<file path="config.mk">
export PLATFORM = sky130hd
export DESIGN_NAME = vend_dispense_sequencer_flat
export DESIGN_NICKNAME = d
export VERILOG_FILES = /design/src/rtl/vend_if.sv /design/src/rtl/vend_dispense_sequencer.sv /design/src/flat_wrapper.sv
export SDC_FILE = /design/constraint.sdc
export NUM_CORES = 1
export LEC_CHECK = 0
export ABC_CLOCK_PERIOD_IN_PS = 2200
export CORE_AREA = 2 2 84 86
export CTS_BUF_LIST = sky130_fd_sc_hd__clkbuf_16
export DETAILED_ROUTE_END_ITERATION = 12
export DIE_AREA = 0 0 86 88
export PLACE_DENSITY = 0.82
export SYNTH_ARGS = -nofsm -noshare
export SYNTH_HDL_FRONTEND = slang
export SYNTH_SLANG_ARGS = --single-unit
</file>
<file path="constraint.sdc">
create_clock -name clk -period 2.2 [get_ports clk]
set_clock_uncertainty 0.05 [all_clocks]
set_input_delay 0.55 -clock clk [delete_from_list [all_inputs] [get_ports clk]]
set_output_delay 0.55 -clock clk [all_outputs]
set_load 0.01 [all_outputs]
</file>
<file path="src/rtl/vend_if.sv">
// rtl/vend_if.sv - controller/driver-side bundle of the dispense sequencer.
// master = main_controller and sensors side, slave = the sequencer itself.
interface vend_if #(
  parameter int SLOT_W   = 3,
  parameter int CREDIT_W = 8
);
  logic                   cfg_mode;
  logic                   disp_req;
  logic [SLOT_W-1:0]      slot_sel;
  logic [CREDIT_W-1:0]    credit;
  logic [CREDIT_W-1:0]    price;
  logic                   drop_sense;
  logic                   fault_clr;
  logic                   busy;
  logic [(1<<SLOT_W)-1:0] motor_en;
  logic                   coin_out;
  logic [CREDIT_W-1:0]    change_rem;
  logic                   done;
  logic                   vend_ok;
  logic                   fault;

  modport master (
    output cfg_mode, disp_req, slot_sel, credit, price, drop_sense, fault_clr,
    input  busy, motor_en, coin_out, change_rem, done, vend_ok, fault
  );

  modport slave (
    input  cfg_mode, disp_req, slot_sel, credit, price, drop_sense, fault_clr,
    output busy, motor_en, coin_out, change_rem, done, vend_ok, fault
  );
endinterface

</file>
<file path="src/rtl/vend_dispense_sequencer.sv">
// rtl/vend_dispense_sequencer.sv - one-vend sequencer: motor drive, drop wait, coin change payout.
// motor_en/coin_out/busy/done decode straight from state so async reset silences them at once.
module vend_dispense_sequencer #(
  parameter int SLOT_W       = 3,
  parameter int CREDIT_W     = 8,
  parameter int MOTOR_CYC    = 16,
  parameter int DROP_TIMEOUT = 64,
  parameter int COIN_VAL     = 5,
  parameter int COIN_PULSE   = 4
) (
  input  logic clk,
  input  logic rst,
  vend_if.slave bus
);

  localparam int NSLOT   = 1 << SLOT_W;
  localparam int CNT_MAX = (MOTOR_CYC > DROP_TIMEOUT)
                           ? ((MOTOR_CYC > 2*COIN_PULSE) ? MOTOR_CYC : 2*COIN_PULSE)
                           : ((DROP_TIMEOUT > 2*COIN_PULSE) ? DROP_TIMEOUT : 2*COIN_PULSE);
  localparam int CNT_W   = $clog2(CNT_MAX + 1);

  localparam logic [CNT_W-1:0]    MOTOR_LAST = CNT_W'(MOTOR_CYC - 1);
  localparam logic [CNT_W-1:0]    DROP_LAST  = CNT_W'(DROP_TIMEOUT - 1);
  localparam logic [CNT_W-1:0]    COIN_LAST  = CNT_W'(2*COIN_PULSE - 1);
  localparam logic [CNT_W-1:0]    PULSE_HI   = CNT_W'(COIN_PULSE);
  localparam logic [CREDIT_W-1:0] COIN_V     = CREDIT_W'(COIN_VAL);

  typedef enum logic [2:0] {
    S_IDLE, S_CHECK, S_MOTOR, S_WAIT_DROP, S_CHANGE, S_DONE
  } state_t;

  state_t              state_q, state_d;
  logic [SLOT_W-1:0]   slot_q, slot_d;
  logic [CREDIT_W-1:0] credit_q, credit_d;
  logic [CREDIT_W-1:0] price_q, price_d;
  logic [CREDIT_W-1:0] chg_q, chg_d;
  logic [CREDIT_W-1:0] change_rem_q, change_rem_d;
  logic [CNT_W-1:0]    cnt_q, cnt_d;
  logic                drop_seen_q, drop_seen_d;
  logic                pend_q, pend_d;
  logic                fault_q, fault_d;
  logic [NSLOT-1:0]    motor_c;

  always_ff @(posedge clk or posedge rst) begin
    if (rst) begin
      state_q      <= S_IDLE;
      slot_q       <= '0;
      credit_q     <= '0;
      price_q      <= '0;
      chg_q        <= '0;
      change_rem_q <= '0;
      cnt_q        <= '0;
      drop_seen_q  <= 1'b0;
      pend_q       <= 1'b0;
      fault_q      <= 1'b0;
    end else begin
      state_q      <= state_d;
      slot_q       <= slot_d;
      credit_q     <= credit_d;
      price_q      <= price_d;
      chg_q        <= chg_d;
      change_rem_q <= change_rem_d;
      cnt_q        <= cnt_d;
      drop_seen_q  <= drop_seen_d;
      pend_q       <= pend_d;
      fault_q      <= fault_d;
    end
  end

  always_comb begin
    state_d      = state_q;
    slot_d       = slot_q;
    credit_d     = credit_q;
    price_d      = price_q;
    chg_d        = chg_q;
    change_rem_d = change_rem_q;
    cnt_d        = cnt_q;
    drop_seen_d  = drop_seen_q;
    pend_d       = pend_q;
    fault_d      = fault_q;
    case (state_q)
      S_IDLE: begin
        if (bus.fault_clr) fault_d = 1'b0;
        if (bus.disp_req && !bus.cfg_mode && !fault_q) begin
          slot_d       = bus.slot_sel;
          credit_d     = bus.credit;
          price_d      = bus.price;
          change_rem_d = '0;
          drop_seen_d  = 1'b0;
          cnt_d        = '0;
          state_d      = S_CHECK;
        end
      end
      S_CHECK: begin
        cnt_d = '0;
        if (credit_q < price_q) begin
          chg_d   = credit_q;
          pend_d  = 1'b0;
          state_d = S_CHANGE;
        end else begin
          chg_d   = credit_q - price_q;
          state_d = S_MOTOR;
        end
      end
      S_MOTOR: begin
        if (bus.drop_sense) drop_seen_d = 1'b1;
        if (cnt_q == MOTOR_LAST) begin
          cnt_d   = '0;
          state_d = S_WAIT_DROP;
        end else begin
          cnt_d = cnt_q + 1'b1;
        end
      end
      S_WAIT_DROP: begin
        // A drop on the final timeout cycle is checked first, so it wins.
        if (drop_seen_q || bus.drop_sense) begin
          pend_d  = 1'b1;
          cnt_d   = '0;
          state_d = S_CHANGE;
        end else if (cnt_q == DROP_LAST) begin
          fault_d = 1'b1;
          chg_d   = credit_q;
          pend_d  = 1'b0;
          cnt_d   = '0;
          state_d = S_CHANGE;
        end else begin
          cnt_d = cnt_q + 1'b1;
        end
      end
      S_CHANGE: begin
        if (chg_q < COIN_V) begin
          change_rem_d = chg_q;
          state_d      = S_DONE;
        end else if (cnt_q == COIN_LAST) begin
          cnt_d = '0;
          chg_d = chg_q - COIN_V;
        end else begin
          cnt_d = cnt_q + 1'b1;
        end
      end
      S_DONE: begin
        state_d = S_IDLE;
      end
      default: begin
        state_d = S_IDLE;
      end
    endcase
  end

  always_comb begin
    motor_c = '0;
    if (state_q == S_MOTOR) motor_c[slot_q] = 1'b1;
  end

  assign bus.busy       = (state_q != S_IDLE);
  assign bus.motor_en   = motor_c;
  assign bus.coin_out   = (state_q == S_CHANGE) && (chg_q >= COIN_V) && (cnt_q < PULSE_HI);
  assign bus.change_rem = change_rem_q;
  assign bus.done       = (state_q == S_DONE);
  assign bus.vend_ok    = (state_q == S_DONE) && pend_q;
  assign bus.fault      = fault_q;

endmodule
</file>
<file path="src/flat_wrapper.sv">
// flat-port wrapper written by rule: the top's interface ports become plain ports
module vend_dispense_sequencer_flat 
#(
  parameter int SLOT_W       = 3,
  parameter int CREDIT_W     = 8,
  parameter int MOTOR_CYC    = 16,
  parameter int DROP_TIMEOUT = 64,
  parameter int COIN_VAL     = 5,
  parameter int COIN_PULSE   = 4
)
  (clk, rst, bus_cfg_mode, bus_disp_req, bus_slot_sel, bus_credit, bus_price, bus_drop_sense, bus_fault_clr, bus_busy, bus_motor_en, bus_coin_out, bus_change_rem, bus_done, bus_vend_ok, bus_fault);
  vend_if #(.SLOT_W(SLOT_W), .CREDIT_W(CREDIT_W)) bus_i ();
  input  logic clk;
  input  logic rst;
  input wire logic [$bits(bus_i.cfg_mode)-1:0] bus_cfg_mode;
  input wire logic [$bits(bus_i.disp_req)-1:0] bus_disp_req;
  input wire logic [$bits(bus_i.slot_sel)-1:0] bus_slot_sel;
  input wire logic [$bits(bus_i.credit)-1:0] bus_credit;
  input wire logic [$bits(bus_i.price)-1:0] bus_price;
  input wire logic [$bits(bus_i.drop_sense)-1:0] bus_drop_sense;
  input wire logic [$bits(bus_i.fault_clr)-1:0] bus_fault_clr;
  output wire logic [$bits(bus_i.busy)-1:0] bus_busy;
  output wire logic [$bits(bus_i.motor_en)-1:0] bus_motor_en;
  output wire logic [$bits(bus_i.coin_out)-1:0] bus_coin_out;
  output wire logic [$bits(bus_i.change_rem)-1:0] bus_change_rem;
  output wire logic [$bits(bus_i.done)-1:0] bus_done;
  output wire logic [$bits(bus_i.vend_ok)-1:0] bus_vend_ok;
  output wire logic [$bits(bus_i.fault)-1:0] bus_fault;
  assign bus_i.cfg_mode = bus_cfg_mode;
  assign bus_i.disp_req = bus_disp_req;
  assign bus_i.slot_sel = bus_slot_sel;
  assign bus_i.credit = bus_credit;
  assign bus_i.price = bus_price;
  assign bus_i.drop_sense = bus_drop_sense;
  assign bus_i.fault_clr = bus_fault_clr;
  assign bus_busy = bus_i.busy;
  assign bus_motor_en = bus_i.motor_en;
  assign bus_coin_out = bus_i.coin_out;
  assign bus_change_rem = bus_i.change_rem;
  assign bus_done = bus_i.done;
  assign bus_vend_ok = bus_i.vend_ok;
  assign bus_fault = bus_i.fault;
  vend_dispense_sequencer #(.SLOT_W(SLOT_W), .CREDIT_W(CREDIT_W), .MOTOR_CYC(MOTOR_CYC), .DROP_TIMEOUT(DROP_TIMEOUT), .COIN_VAL(COIN_VAL), .COIN_PULSE(COIN_PULSE)) u_core (.clk(clk), .rst(rst), .bus(bus_i));
endmodule
</file>
==> flow_summary.ini, run 1 <==
[outcome]
violations = setup timing
status = finished with violations

[worst_setup_path]
r2r_start = u_core.price_q[0]
crit_end = u_core.chg_q[6]
worstSetupPathType = flip-flop to flip-flop
rrSetupSlack_ns = -0.03
worstPathArrival_ns = 2.36
startpoint = u_core.price_q[0]
path_max_fanout = 2
required_ns = 2.33
crit_path_start_kind = flip-flop
rr_worst_depth = 8
r2r-end = u_core.chg_q[6]
crit_path_end_kind = flip-flop

[place]
gp_congestion = 0.9331
port_buffers = 45
dpl.cell_count = 486
dp_hpwl_mm = 5.074
placed_area_um2 = 3684

[floorplan]
die_h_um = 88
die_area_um2 = 7568
io_pins = 46
start_util = 0.4377
core_area_um2 = 6644
die_w_um = 86
rows = 30

[global_route]
grt_overflow = 0
antenna_found_initial = 0
grt_pass1_wl_mm = 11.78
grt_pass1_vias = 2641
grt_usage = 0.1919
grt_max_degree = 33
grt_util_met1 = 0.2550
grt.busiest_layer = met2
met2_usage = 0.3256
grt_use_met3 = 0.03205

[cts]
cts_buffer_depth = 2
cts_hold_buf = 0
ctsHtreeMaxLevel = 2
clock_latency_ns = 0.29
clk_pin_slew_ns = 0.06
cts_made_buffers = 5
ctsRootBufferMaster = clkbuf_16
clock_sinks = 48
cts_tree = done

[timing]
grt_setup_unrepaired = yes
finalSetupViolations = 3
period_minus_slack_ns = 2.231
tightestPinTransition_ns = 0.4592
hold_ws_ns = 0.4303
layout_setup_ws_ns = -0.03075
finalHoldViolCount = 0
fmax_mhz = 448.3
post-route-period-util = 1.014
slew_viol_final = 0
slew_headroom = 0.6924
fin_setup_tns_ns = -0.06155

[synthesis]
synth_nets = 374
syn_inst = 337
async_reset_ff_frac = 1.000
synth_top_area_frac = 0.4131
synth_edf_count = 0
ys.warnings.count = 0
synth_common_cells = 68 x nand2_1, 48 x dfrtp_1, 26 x o21ai_0, 25 x nor2_1, 21 x inv_1
syn_area_per_cell_um2 = 8.628
synth-seq-area-share = 0.4131
synth_area_leaders = dfrtp_1 41%, nand2_1 8.8%, ha_1 4.7%, o21ai_0 4.5%, nor2_1 3.2%
synth_cell_type_count = 59
synth_ff_type = dfrtp_1
yosysMostFrequentCell = nand2_1
synth-seq-cells = 48
yosysTopAreaCell = dfrtp_1
synth_area_um2 = 2908

[finish]
fin_cells = 503
drive_gt1_frac = 0.2388
nets = 459
area_growth_pct = 39.24
n_fill_cell = 537
stdcell_area_um2 = 4049
diodes = 0

[route]
drtIter0Drc = 157
routedWlPerCell_um = 14.24
routed_wl_mm = 7.164
ant_nets = 0
drc = 0
viasPerCell = 5.400
vias = 2716
drtPass1Iterations = 5

[job]
maxCapViolCount = 0

[power]
irDropWorstVdd_mv = 0.3350
p_leak_nw = 1.911
power_density_nw_per_um2 = 444.3

[hold_path]
min_from = u_core.bus.change_rem[2]
holdCritPathClass = flip-flop to flip-flop
-- metrics by stage --
stage	utilization	total power, mW	worst slack [ns]
finish	0.6094	1.799	-0.03075
global placement	0.5544	0.9693	-0.08090
floorplan	-	0.9145	0.03794
CTS	0.5915	1.809	-0.1704
detailed placement	0.5544	0.9705	-0.1300
global route	0.6094	1.857	-0.1168
-- repair_timing --
| action | in CTS | in global routing |
|---|---|---|
| pin swaps | 11 | 15 |
| gates resized for setup | 38 | 27 |
| buffers inserted | 3 | 6 |
| gates cloned | 0 | 0 |
| endpoints found under the setup margin | 21 | 21 |
-- area by class of cell --
cell class / instances / area, µm² / area share
multi-input cells: 254 / 1709 / 0.4221
flip-flops and latches: 48 / 1201 / 0.2967
repair buffers: 91 / 793.3 / 0.1959
clock buffers: 5 / 125.1 / 0.03090
well taps: 80 / 100.1 / 0.02472
inverters: 22 / 82.58 / 0.02040
clock inverters: 3 / 37.54 / 0.009271
-- cell usage in the layout (no fill, tap or decap), types with 3 or more instances in the layout --
cell type / instances
nand2_1: 67
inv_1: 19
xnor2_1: 3
nand2b_4: 3
xor2_1: 3
clkdlybuf4s50_1: 33
o21a_1: 5
a22o_1: 3
dlygate4sd2_1: 5
a21oi_1: 15
buf_4: 40
o22ai_2: 3
nor3_1: 5
clkbuf_16: 5
ha_1: 10
dfrtp_1: 48
o21ai_1: 3
buf_2: 3
nand3_1: 7
buf_6: 5
inv_2: 3
a221oi_2: 3
nor3_2: 3
and2_1: 6
nand2b_1: 5
nor4_4: 3
o31ai_1: 5
or3_1: 3
nor2_1: 24
clkbuf_2: 3
o21ai_0: 24
-- how the worst min path moves through the flow --
stage                                           to  depth (start not counted)
after global routing      u_core.bus.change_rem[5]                          1
after CTS                 u_core.bus.change_rem[2]                          2
after global placement    u_core.bus.change_rem[2]                          2
after detailed placement  u_core.bus.change_rem[6]                          1
final                     u_core.bus.change_rem[2]                          2
after floorplan                  u_core.price_q[0]                          2
-- state kept, by name, summed over array words and instances (netlist names) --
name                   cells
u_core.price_q             8
u_core.drop_seen_q         1
u_core.slot_q              3
u_core.credit_q            8
u_core.pend_q              1
u_core.state_q             3
u_core.bus.change_rem      8
u_core.chg_q               8
u_core.cnt_q               7
u_core.bus.fault           1
-- worst max-delay path, cell delays in order, from the launching register on --
cell	delay, ns
dfrtp_1	0.41
ha_4	0.18
fa_2	0.34
nand2b_4	0.17
a211oi_4	0.28
nand2b_4	0.21
mux2i_1	0.21
o31ai_1	0.08
a22o_1	0.21
-- layer usage --
layer	up-vias	wire length, µm
met4	0	73
li1	1339	-
met5	-	0
met3	5	397
met1	1275	3181
met2	97	3512
-- cells by family after synthesis --
group                      share of synthesized area
adders and majority gates                    0.05422
buffers and inverters                        0.05249
and+or+nand+nor                               0.2552
muxes                                       0.006885
AOI/OAI and AO/OA                             0.2001
xor gates and xnor gates                     0.01808
DFF                                           0.4131
-- power by group --
group          leakage, nW  internal [mW]  switching, mW
combinational         1.24         0.0441         0.0267
clock               0.0789          0.528          0.317
sequential           0.594          0.883              0
total                 1.91           1.45          0.344
(Power assumes the default switching activity.)
==> run 2: changes to the inputs <==
--- a/config.mk
+++ b/config.mk
@@ -8,6 +8,7 @@
 export ABC_CLOCK_PERIOD_IN_PS = 2200
 export CORE_AREA = 2 2 84 86
 export CTS_BUF_LIST = sky130_fd_sc_hd__clkbuf_16
+export CTS_CLUSTER_DIAMETER = 120
 export DETAILED_ROUTE_END_ITERATION = 12
 export DIE_AREA = 0 0 86 88
 export PLACE_DENSITY = 0.82
==> results of run 2 <==
No change in the layout: final DEF, timing and power equal those of run 1.
==> run 3: changes to the inputs <==
--- a/config.mk
+++ b/config.mk
@@ -12,6 +12,7 @@
 export DETAILED_ROUTE_END_ITERATION = 12
 export DIE_AREA = 0 0 86 88
 export PLACE_DENSITY = 0.82
+export SLEW_MARGIN = 20
 export SYNTH_ARGS = -nofsm -noshare
 export SYNTH_HDL_FRONTEND = slang
 export SYNTH_SLANG_ARGS = --single-unit
==> results of run 3 <==
No change in the layout: final DEF, timing and power equal those of run 1.
==> edit: new RTL, flow settings as in run 2 <==
`CREDIT_W` is set to 8 in 3 places; all go to 9.
--- a/src/rtl/vend_if.sv
+++ b/src/rtl/vend_if.sv
@@ -4,3 +4,3 @@
   parameter int SLOT_W   = 3,
-  parameter int CREDIT_W = 8
+  parameter int CREDIT_W = 9
 );
--- a/src/rtl/vend_dispense_sequencer.sv
+++ b/src/rtl/vend_dispense_sequencer.sv
@@ -4,3 +4,3 @@
   parameter int SLOT_W       = 3,
-  parameter int CREDIT_W     = 8,
+  parameter int CREDIT_W     = 9,
   parameter int MOTOR_CYC    = 16,
--- a/src/flat_wrapper.sv
+++ b/src/flat_wrapper.sv
@@ -4,3 +4,3 @@
   parameter int SLOT_W       = 3,
-  parameter int CREDIT_W     = 8,
+  parameter int CREDIT_W     = 9,
   parameter int MOTOR_CYC    = 16,
Interface: changed (resized bus_change_rem, bus_credit and bus_price); port bits go from 46 to 49. No check against the original RTL was run, so the function may have changed too.
==> edit against run 2 <==
- the flow still finishes with violations (negative setup slack)
- non-clock buffer count rose by 13
- synthesized cell count up 7.7%
- setup slack got worse by 0.042 ns
- synthesized area grew 6.2%
- sequential share of layout area shrank 0.33 points
- cell area is 9.5% higher
- routed wire length increased by 25%
- global-route usage increased by 4.3 points
- sequential cell count is 4 higher
Power is left out: it rests on default switching activity, and per cell area and clock period it moved more than threefold.
==> edit: results (changes against run 2) <==
- The mux contribution to synthesized area came to 0.6486% (was 0.6885%).
- The post-layout worst setup margin was -0.07312 ns (was -0.03075 ns).
- The worst hold endpoint is u_core.bus.change_rem[4] (was u_core.bus.change_rem[2]).
- The final cell count without fillers is 540 (was 503).
- The global-route track usage on met1 is 29.15% (was 25.50%).
- The share of synthesized cell area in full adder, half adder and majority cells is 5.513% (was 5.422%).
- The number of unique standard cell types used by synthesis is 60 (was 59).
- The layout buffer count excluding clock buffers came to 104 (was 91).
- The count of cells resized by post-cts repair is 40 (was 38).
- The final wirelength is 8971 um (was 7164 um).
- The met2 usage is 41.23% (was 32.56%).
- The total of flip-flops plus latches after synthesis is 52 (was 48).
- The library cell contributing the largest single delay on the critical path was sky130_fd_sc_hd__or4_4 (was sky130_fd_sc_hd__dfrtp_1).
- The vias per cell is 5.770 (was 5.400).
- The setup violation total in the final timing report is 3 (unchanged).
- Violations in the final reports: negative setup slack (unchanged).
- Run status: finished with violations (unchanged).
- The synthesized netlist net count is 403 (was 374).
- The layout net count is 500 (was 459).
- The number of violations reported at the end of detailed-routing iteration 0 is 229 (was 157).
- The family of cells with the greatest summed delay on the critical path is simple AND/OR/NAND/NOR gates (was compound AO/OA/AOI/OAI gates).
- The share of layout cells above drive strength 1 is 26.52% (was 23.88%).
- The detailed-routed wire length on met3 is 438 um (was 397 um).
- The detailed-routing wirelength on met1 came to 3850 um (was 3181 um).
- The multi-input combinational area share is 42.82% (was 42.21%).
- The count of placed standard cells including taps is 531 (was 486).
- The portion of the layout cell area used by non-clock buffers is 19.97% (was 19.59%).
- The fraction of area in clock buffers and inverters came to 4.175% (was 4.017%).
- The post-CTS setup buffer count is 0 (was 3).
- The sequential cell area fraction in the yosys report was 42.16% (was 41.31%).
- The weighted congestion at the end of routability-driven global placement is 0.9209 (was 0.9331).
- The post-synthesis compound-gate area fraction is 20.43% (was 20.01%).
- The number of buffers added on ports is 48 (was 45).
- The final setup TNS was -0.1424 ns (was -0.06155 ns).
- The number of global-route vias before repair is 3,074 (was 2,641).
- The post-synthesis share of cell area spent on xor and xnor gates is 2.270% (was 1.807%).
- The met3 layer usage reported by global route is 3.676% (was 3.205%).
- The filler cell count in the final layout came to 487 (was 537).
- The worst reg-to-reg setup slack is -0.05 ns (was -0.03 ns).
- The overall routing resource usage is 23.46% (was 19.19%).
- The placed instance area is 4021 um2 (was 3684 um2).
- The startpoint of the most critical hold path is u_core.bus.change_rem[4] (was u_core.bus.change_rem[2]).
edit: changes by cell type in the layout (fill, tap and decap cells not counted), moves of 4 or more:
cell and delta:
sky130_fd_sc_hd__dfrtp_1 +4, sky130_fd_sc_hd__ha_1 -5, sky130_fd_sc_hd__o21a_1 -4, sky130_fd_sc_hd__inv_1 -7
sky130_fd_sc_hd__dlygate4sd2_1 -4, sky130_fd_sc_hd__nor2_1 +5, sky130_fd_sc_hd__ha_4 +4, sky130_fd_sc_hd__buf_4 +11
edit: how the worst max path moves through the flow:
stage,endpoint,from,cells after the start,slack (ns)
after floorplan,u_core.chg_q[6],u_core.credit_q[0],10,0.1
after detailed placement,bus_coin_out,u_core.cnt_q[6],4,-0.19
after global routing,u_core.chg_q[6],u_core.credit_q[0],10,-0.15
final,bus_coin_out,u_core.cnt_q[6],4,-0.07
after global placement,bus_coin_out,u_core.cnt_q[6],4,-0.17
after CTS,bus_coin_out,u_core.cnt_q[6],4,-0.08
